--- src/rtl/dds_phase_accumulator.sv ---
// DDS phase accumulator: FTW accumulation, phase offset, truncation to `ROM_PHASE_BIT and wrap flag.
// Optional truncation dither via LFSR when PHASE_DITHER_EN is defined.
`ifndef ROM_PHASE_BIT
`define ROM_PHASE_BIT 10
`endif

module dds_phase_accumulator #(
    parameter int unsigned ACC_WIDTH = 32
) (
    input  logic                      clk,
    input  logic                      rst,
    input  logic                      en,
    input  logic [ACC_WIDTH-1:0]      ftw_in,
    input  logic                      ftw_load,
    input  logic                      ftw_sync_mode,
    input  logic [ACC_WIDTH-1:0]      poff_in,
    input  logic                      phase_clr,
    output logic [`ROM_PHASE_BIT-1:0] phase,
    output logic                      phase_valid,
    output logic                      wrap,
    output logic                      ftw_pending,
    output logic [ACC_WIDTH-1:0]      ftw_active
);

    localparam int unsigned PW = `ROM_PHASE_BIT;

    typedef enum logic {
        IDLE,
        PENDING
    } ftw_state_t;

    ftw_state_t           state, state_n;
    logic [ACC_WIDTH-1:0] acc, acc_n;
    logic [ACC_WIDTH-1:0] ftw_shadow, shadow_n, active_n;
    logic [ACC_WIDTH:0]   acc_sum;
    logic                 carry;
    logic                 commit;
    logic [ACC_WIDTH-1:0] dither_term;
    logic [ACC_WIDTH-1:0] phase_sum;
    logic [PW-1:0]        phase_n;

    always_comb begin
        acc_sum = {1'b0, acc} + {1'b0, ftw_active};
        carry   = acc_sum[ACC_WIDTH];
        acc_n   = acc;
        if (phase_clr)
            acc_n = '0;
        else if (en)
            acc_n = acc_sum[ACC_WIDTH-1:0];
    end

`ifdef PHASE_DITHER_EN
    localparam int unsigned DISC  = ACC_WIDTH - PW;
    localparam int unsigned DBITS = (DISC < 16) ? DISC : 16;
    localparam logic [ACC_WIDTH-1:0] DMASK = (ACC_WIDTH'(1) << DBITS) - ACC_WIDTH'(1);

    logic [15:0] lfsr;

    // Fibonacci LFSR, taps 16,14,13,11
    always_ff @(posedge clk or negedge rst) begin
        if (!rst)
            lfsr <= 16'hACE1;
        else if (en)
            lfsr <= {lfsr[14:0], lfsr[15] ^ lfsr[13] ^ lfsr[12] ^ lfsr[10]};
    end

    assign dither_term = ACC_WIDTH'(lfsr) & DMASK;
`else
    assign dither_term = '0;
`endif

    // Phase is built from the post-update accumulator so it lines up with wrap.
    assign phase_sum = acc_n + poff_in + dither_term;
    assign phase_n   = PW'(phase_sum >> (ACC_WIDTH - PW));

    always_ff @(posedge clk or negedge rst) begin
        if (!rst) begin
            acc         <= '0;
            phase       <= '0;
            phase_valid <= 1'b0;
            wrap        <= 1'b0;
        end else begin
            acc         <= acc_n;
            if (en || phase_clr)
                phase <= phase_n;
            phase_valid <= en;
            wrap        <= en & carry & ~phase_clr;
        end
    end

    always_ff @(posedge clk or negedge rst) begin
        if (!rst) begin
            state      <= IDLE;
            ftw_active <= '0;
            ftw_shadow <= '0;
        end else begin
            state      <= state_n;
            ftw_active <= active_n;
            ftw_shadow <= shadow_n;
        end
    end

    // A deferred load arriving with a commit refills the shadow after the old value commits.
    always_comb begin
        state_n  = state;
        active_n = ftw_active;
        shadow_n = ftw_shadow;
        commit   = (state == PENDING) && en && carry && !phase_clr;
        if (commit) begin
            active_n = ftw_shadow;
            state_n  = IDLE;
        end
        if (ftw_load && !ftw_sync_mode) begin
            active_n = ftw_in;
            state_n  = IDLE;
        end else if (ftw_load && ftw_sync_mode) begin
            shadow_n = ftw_in;
            state_n  = PENDING;
        end
    end

    assign ftw_pending = (state == PENDING);

endmodule

--- config.mk ---
export PLATFORM = sky130hd
export DESIGN_NAME = dds_phase_accumulator
export DESIGN_NICKNAME = d
export VERILOG_FILES = /design/src/rtl/dds_phase_accumulator.sv
export SDC_FILE = /design/constraint.sdc
export NUM_CORES = 1
export LEC_CHECK = 0
export CAP_MARGIN = 10
export CORE_ASPECT_RATIO = 0.6
export CORE_UTILIZATION = 45
export DETAILED_ROUTE_END_ITERATION = 6
export PLACE_DENSITY = 0.73
export SYNTH_ARGS = -nofsm -noshare
export SYNTH_HDL_FRONTEND = slang
export SYNTH_SLANG_ARGS = --single-unit
export TNS_END_PERCENT = 10
--- constraint.sdc ---
create_clock -name clk -period 4.8 [get_ports clk]
set_input_delay 0.48 -clock clk [delete_from_list [all_inputs] [get_ports clk]]
set_output_delay 0.48 -clock clk [all_outputs]
set_load 0.02 [all_outputs]
### After elaboration in Yosys (flattened, before gate mapping)

Index checks and enable logic that the tools add are counted.

| word-level totals | value |
|---|---|
| flip-flop bits (word level) | 109 |
| bits in latches | 0 |
| RAM bits | 0 |
| bits in read-only memories | 0 |
| input bits | 70 |
| output and inout bits | 45 |
| logic and storage cells | 31 |
| memories | 0 |

| operators by class | value |
|---|---|
| add/subtract/negate cells | 2 |
| $mul | 0 |
| div/mod/pow operators | 0 |
| $lt $le $gt $ge | 0 |
| equality and inequality tests | 0 |
| shifts and indexed selects | 0 |
| multiplexer cells | 7 |
| bitwise operators | 4 |
| reduce and logical (&&, ||, !) cells | 11 |

Operators with widths:

| kind | number |
|---|---|
| 32-bit 2-to-1 mux | 4 |
| 32-bit by 32-bit adder with 33-bit output | 1 |
| 32-bit adder | 1 |
| 1-bit logical AND | 5 |
| 1-bit 2-to-1 mux | 3 |
| 3-bit nonzero test | 1 |
| 1-bit bitwise AND | 2 |
| 1-bit zero test | 2 |
| 1-bit NOT | 2 |
| 2-bit AND reduction | 1 |
| 2-bit nonzero test | 1 |
| 1-bit logical OR | 1 |

### Depth between registers and ports, before layout

| logic depth | value |
|---|---|
| word-level depth | 6 |
| mapped depth | 24 |

### Least setup slack after synthesis

No wires, ideal clock.

| timing path | value |
|---|---|
| path kind | flip-flop to flip-flop |
| start point | reg ftw_active[8] |
| end point | reg phase[9] |
| library setup time | 69 ps |
| arrival time | 4442 ps |
| data required time | 4731 ps |
| slack | 290 ps |
| stages on the path, launching flop included | 23 |
| clock period less this slack | 4510 ps |
| cell sequence | dfrtp_1 ha_1 a21oi_1 o21ai_0 a221oi_1 nand2_1 a31o_2 a21o_1 a21oi_1 o21bai_1 xnor2_1 o21ai_0 ha_1 nand4_1 nor2_1 nand4_1 o211ai_2 a31oi_1 nand4b_1 a211o_1 xor2_1 or3_1 nand3_1 |

| on the way | value |
|---|---|
| word-level cells in the longest chain between the ends | 4 |

Ends and longest elaborated chain:

| item | line | RTL |
|---|---|---|
| start: declaration | 22 | `output logic [ACC_WIDTH-1:0] ftw_active` |
| start signal: assignment | 98 | `ftw_active <= active_n;` |
| 32-bit by 32-bit adder with 33-bit output | 43 | `acc_sum = {1'b0, acc} + {1'b0, ftw_active};` |
| 32-bit 2-to-1 mux | 48 | `else if (en)` |
| 32-bit 2-to-1 mux | 46 | `if (phase_clr)` |
| via acc_n[19] | 33 | `logic [ACC_WIDTH-1:0] acc, acc_n;` |
| 32-bit adder | 73 | `assign phase_sum = acc_n + poff_in + dither_term;` |
| end signal: assignment | 85 | `phase <= phase_n;` |
| end: declaration | 18 | `` output logic [`ROM_PHASE_BIT-1:0] phase, `` |

The timed path passes the listed nets, and every way through them passes these cells.
A chain may end at the register's enable or synchronous reset.

### Final worst setup path

| timing path | value |
|---|---|
| start point | reg acc[0] |
| end point | reg phase[9] |

| on the way | value |
|---|---|
| word-level cells in the longest chain between the ends | 4 |

Ends and longest elaborated chain:

| item | line | RTL |
|---|---|---|
| start: declaration | 33 |  |
| start signal: assignment | 83 | `acc <= acc_n;` |
| 32-bit by 32-bit adder with 33-bit output | 43 |  |
| 32-bit 2-to-1 mux | 48 |  |
| 32-bit 2-to-1 mux | 46 |  |
| via acc_n[18] | 33 |  |
| 32-bit adder | 73 |  |

The timed path passes the listed nets, and every way through them passes these cells.

==> impl_summary.txt <==
----------------------------------------------------
[Setup path]
  Worst path arrival time ... 4.90 ns
  FF-to-FF path depth ... 24
  Reg-to-reg slack, setup ... ~0.2 ns
  Timing endpoint of the critical path ... phase[9]
  Kind of launch point of the worst setup path ... register
  Worst Path Max Fanout ... 3
  Worst R2R End ... phase[9]
  Launch point of the worst reg-to-reg path ... acc[0]
  Start point of the critical path ... acc[0]
  Endpoint kind of the worst setup timing path ... register
  Setup Crit Path Kind ... reg2reg
  Critical Path RT ... about 5.1 ns

[Logic synthesis]
  Mean cell area of the mapped netlist ... approximately 9.4 sq um
  Syn Std Cell Area ... 6795 sq um
  Synthesis warning total ... 0
  Syn Inst Count ... 722
  Commonest register cell after synthesis ... dfrtp_1
  Number of synthesized flops with an enable pin ... 0
  Number of distinct library cells after synthesis ... between 50 and 60
  Sequential element share of the synthesized area ... about 40%
  Synthesized net count ... 855
  Fraction of registers with async set/reset ... 100.0%
  #FFs+latches synth ... 109

[Route]
  DR pass1 iterations ... 5
  Drt wl/cell ... between 15 and 20 microns
  Antenna Nets Post-Route ... 0
  Starting DRC count in detailed routing ... 485
  Via count ... between 5000 and 6000
  WL final ... 18.60 mm
  Routed vias/inst ... between 5 and 6
  DRC violations left ... 0

[Timing]
  Final setup violation count ... 0
  Transition time at the pin with the least slew margin ... a little under 1 ns
  Worst clock skew ... 0.01146 ns
  Final-report max-slew violation count ... 0
  Max Fclk ... 217.3 MHz
  Hold violation count in the final report ... 0
  Hold slack ... between 0.2 and 0.3 ns
  Final period demand of the worst path ... 4.601 ns
  Relative slew margins ... 34.68%
  Total Negative Setup Slacks ... 0 ns
  Final worst setup slack ... just under 0.2 ns
  Final cycle utilization of the critical path ... 95.86%

[Place]
  Placed wire-length estimate after detailed placement ... approximately 14 mm
  Placed instance area ... 8190 sq um
  IO Port Bufs ... between 100 and 150
  Final weighted congestion in routability-driven placement ... between 0.9 and 1
  Worst setup slack before clock tree synthesis ... just under 0.009 ns
  Count of placed standard cells including taps ... between 1000 and 1500

[GRT]
  First-pass GRT wire length ... approximately 29 mm
  Total grt overflow ... 0
  Largest net degree at the start of global routing ... 77
  Via count of the first global-routing pass ... between 5000 and 6000
  Overall Global Routing Usage ... 23.98%
  Number of antenna violations at the first check in global routing ... 1

[Die]
  Floorplan die area ... approximately 16000 sq um
  Height of the chip ... roughly 100 microns
  Boundary Pins ... 115
  Starting density of the core ... approximately 46%
  Core area ... between 10000 and 15000 sq um
  Row count ... 34
  Die outline width ... ~160 microns

[Flow run]
  Number of maximum-capacitance violations ... 0

[Power and ir drop]
  Leakage power ... between 3 and 4 nW
  Final total power ... 5.405 mW
  VDD IR max ... around 0.00025 V
  Power density over cell area ... ~620 nW/um^2

[Min path]
  Path class of the lowest-slack min-delay path ... in2async

[CTS]
  Number of clock buffers inserted by TritonCTS ... 9
  Clk_lat worst skew ... around 0.36 ns
  Clock slew seen by the registers of the worst setup and hold paths ... approximately 0.08 ns
  Master cell of the clock root buffer ... clkbuf_16
  Deepest clock path buffer count ... 2
  Number of levels in the clock H-tree ... 3
  Clock tree sinks ... ~110
  TritonCTS clock tree ... done

[Final layout]
  Number of inserted filler cells in the final layout ... 1282
  Final core utilization ... 59.62%
  Area growth syn-to-layout ... 28.39%
  Final std cells w/o fill ... between 1000 and 1500
  Fraction of layout instances using a drive strength above 1 ... 13.90%
  Post-route cell area ... ~8700 sq um
  Final net count ... 977

[Status]
  Status ... finished clean

----------------------------------------------------
-- placed cells by master (no fill, tap or decap), types with 4 or more instances in the layout --
| master | count |
|---|---|
| nand4_1 | 8 |
| mux2_2 | 33 |
| o21bai_1 | 10 |
| o21ai_1 | 9 |
| xnor2_1 | 19 |
| a21o_1 | 17 |
| nor2b_1 | 6 |
| nor3_1 | 8 |
| nand2b_1 | 4 |
| nand2_1 | 105 |
| ha_4 | 7 |
| clkdlybuf4s50_1 | 113 |
| nand3_1 | 17 |
| mux2i_1 | 18 |
| dfrtp_1 | 107 |
| o21ai_0 | 26 |
| inv_1 | 10 |
| a31oi_1 | 37 |
| xor2_1 | 13 |
| buf_4 | 26 |
| clkbuf_16 | 9 |
| ha_1 | 53 |
| nor2_1 | 74 |
| o21a_1 | 7 |
| a21oi_1 | 36 |
| o21ai_2 | 4 |
-- synth_stat cells (2+ instances only) --
library cell  count  area (sq um)
xnor2_1          19         166.4
a221oi_1          2         17.52
a211o_1           3         26.28
or3_1             3         18.77
inv_1            11         41.29
or2_2             2         12.51
a31oi_1          38         237.7
nor3b_1           2         15.01
dfrtp_1         109          2728
nand3b_1          2         15.01
and2_1            2         12.51
nand4_1           8         50.05
a211oi_1          6         45.04
nand4b_1          3         26.28
buf_4             7         52.55
o21bai_1         10         75.07
xor2_1           13         113.9
nor2_1           77         289.0
mux2_2           33         371.6
nor2b_1           7         43.79
o21ai_1           5         25.02
o21ai_0          33         165.2
o31ai_1           4         30.03
nand3_1          17         85.08
a21oi_1          38         190.2
a21o_1           17         127.6
ha_1             62         775.7
nand2b_1          5         31.28
nand2_1         106         397.9
o21a_1            7         52.55
a21boi_0          3         22.52
nor3_1            8         40.04
mux2i_1          18         180.2
clkbuf_1         21         78.83
-- power by group --
part           switching (mW)  internal, mW
registers               0.264          1.20
logic                    1.72          1.48
clock network           0.375         0.369
-- routing by layer --
| metal | up-vias | share of wire, % | track usage [%] |
|---|---|---|---|
| met5 | - | 0 | 0 |
| met4 | 0 | 0.56 | 4.542 |
| met3 | 10 | 8.3 | 6.317 |
| met2 | 216 | 36 | 27.71 |
| met1 | 2717 | 56 | 41.59 |
| li1 | 2857 | - | - |
-- cell families after synthesis --
logic type | count (synthesis) | share of synthesized area [%]
simple gates | 244 | 15.58
compound gates | 183 | 17.71
flops | 109 | 40.14
fa+ha+maj | 63 | 11.71
mux | 51 | 8.120
buf+inv | 40 | 2.615
xor+xnor | 32 | 4.124
-- cell type report --
class | count | area [sq um] | share of cell area (%)
antenna | 1 | 2.502 | 0.02868
clock buffer | 10 | 229.0 | 2.624
clock inverter | 6 | 65.06 | 0.7457
inverter | 11 | 41.29 | 0.4733
multi-input combinational | 573 | 4063 | 46.57
sequential | 109 | 2730 | 31.29
tap | 198 | 247.7 | 2.840
timing repair buffer | 140 | 1346 | 15.43
-- state kept, by name, indices dropped and copies added (netlist names) --
register     flops
ftw_shadow      32
phase_valid      1
wrap             1
acc             32
phase           10
ftw_pending      1
ftw_active      32
-- worst min-delay path by stage --
stage	slack, ns	from	to	depth (start not counted)
final	0.26	rst	acc[1]	1
after global routing	0.35	rst	acc[16]	1
after CTS	0.31	rst	acc[16]	1
after detailed placement	0.47	phase[7]	phase[7]	2
after global placement	0.47	phase[0]	phase[0]	2
after floorplan	0.18	rst	acc[0]	0
-- critical path: stages (launching register included) --
cell and delay [ns]:
dfrtp_1 0.40, ha_4 0.17, inv_2 0.04, fa_2 0.40
nor2b_2 0.14, o21ai_2 0.08, a21boi_2 0.16, o31a_1 0.16
o21ai_1 0.13, and2_4 0.19, o21ai_2 0.17, xnor2_1 0.13
o21ai_0 0.09, buf_4 0.18, ha_1 0.27, nand4_1 0.17
nor2_2 0.18, nand4_1 0.12, o211ai_2 0.22, a31oi_2 0.11
nand4b_1 0.20, a211o_1 0.28, xor2_1 0.15, or3_1 0.31
nand3_1 0.09
-- repair_timing --
item | CTS | global route
endpoints found under the setup margin | 1 | 6
endpoints found under the hold margin | 0 | 0
pin swaps | 0 | 13
hold buffers | 0 | 0
gates resized for setup | 2 | 38
buffers inserted | 0 | 9
(Power assumes the default switching activity.)
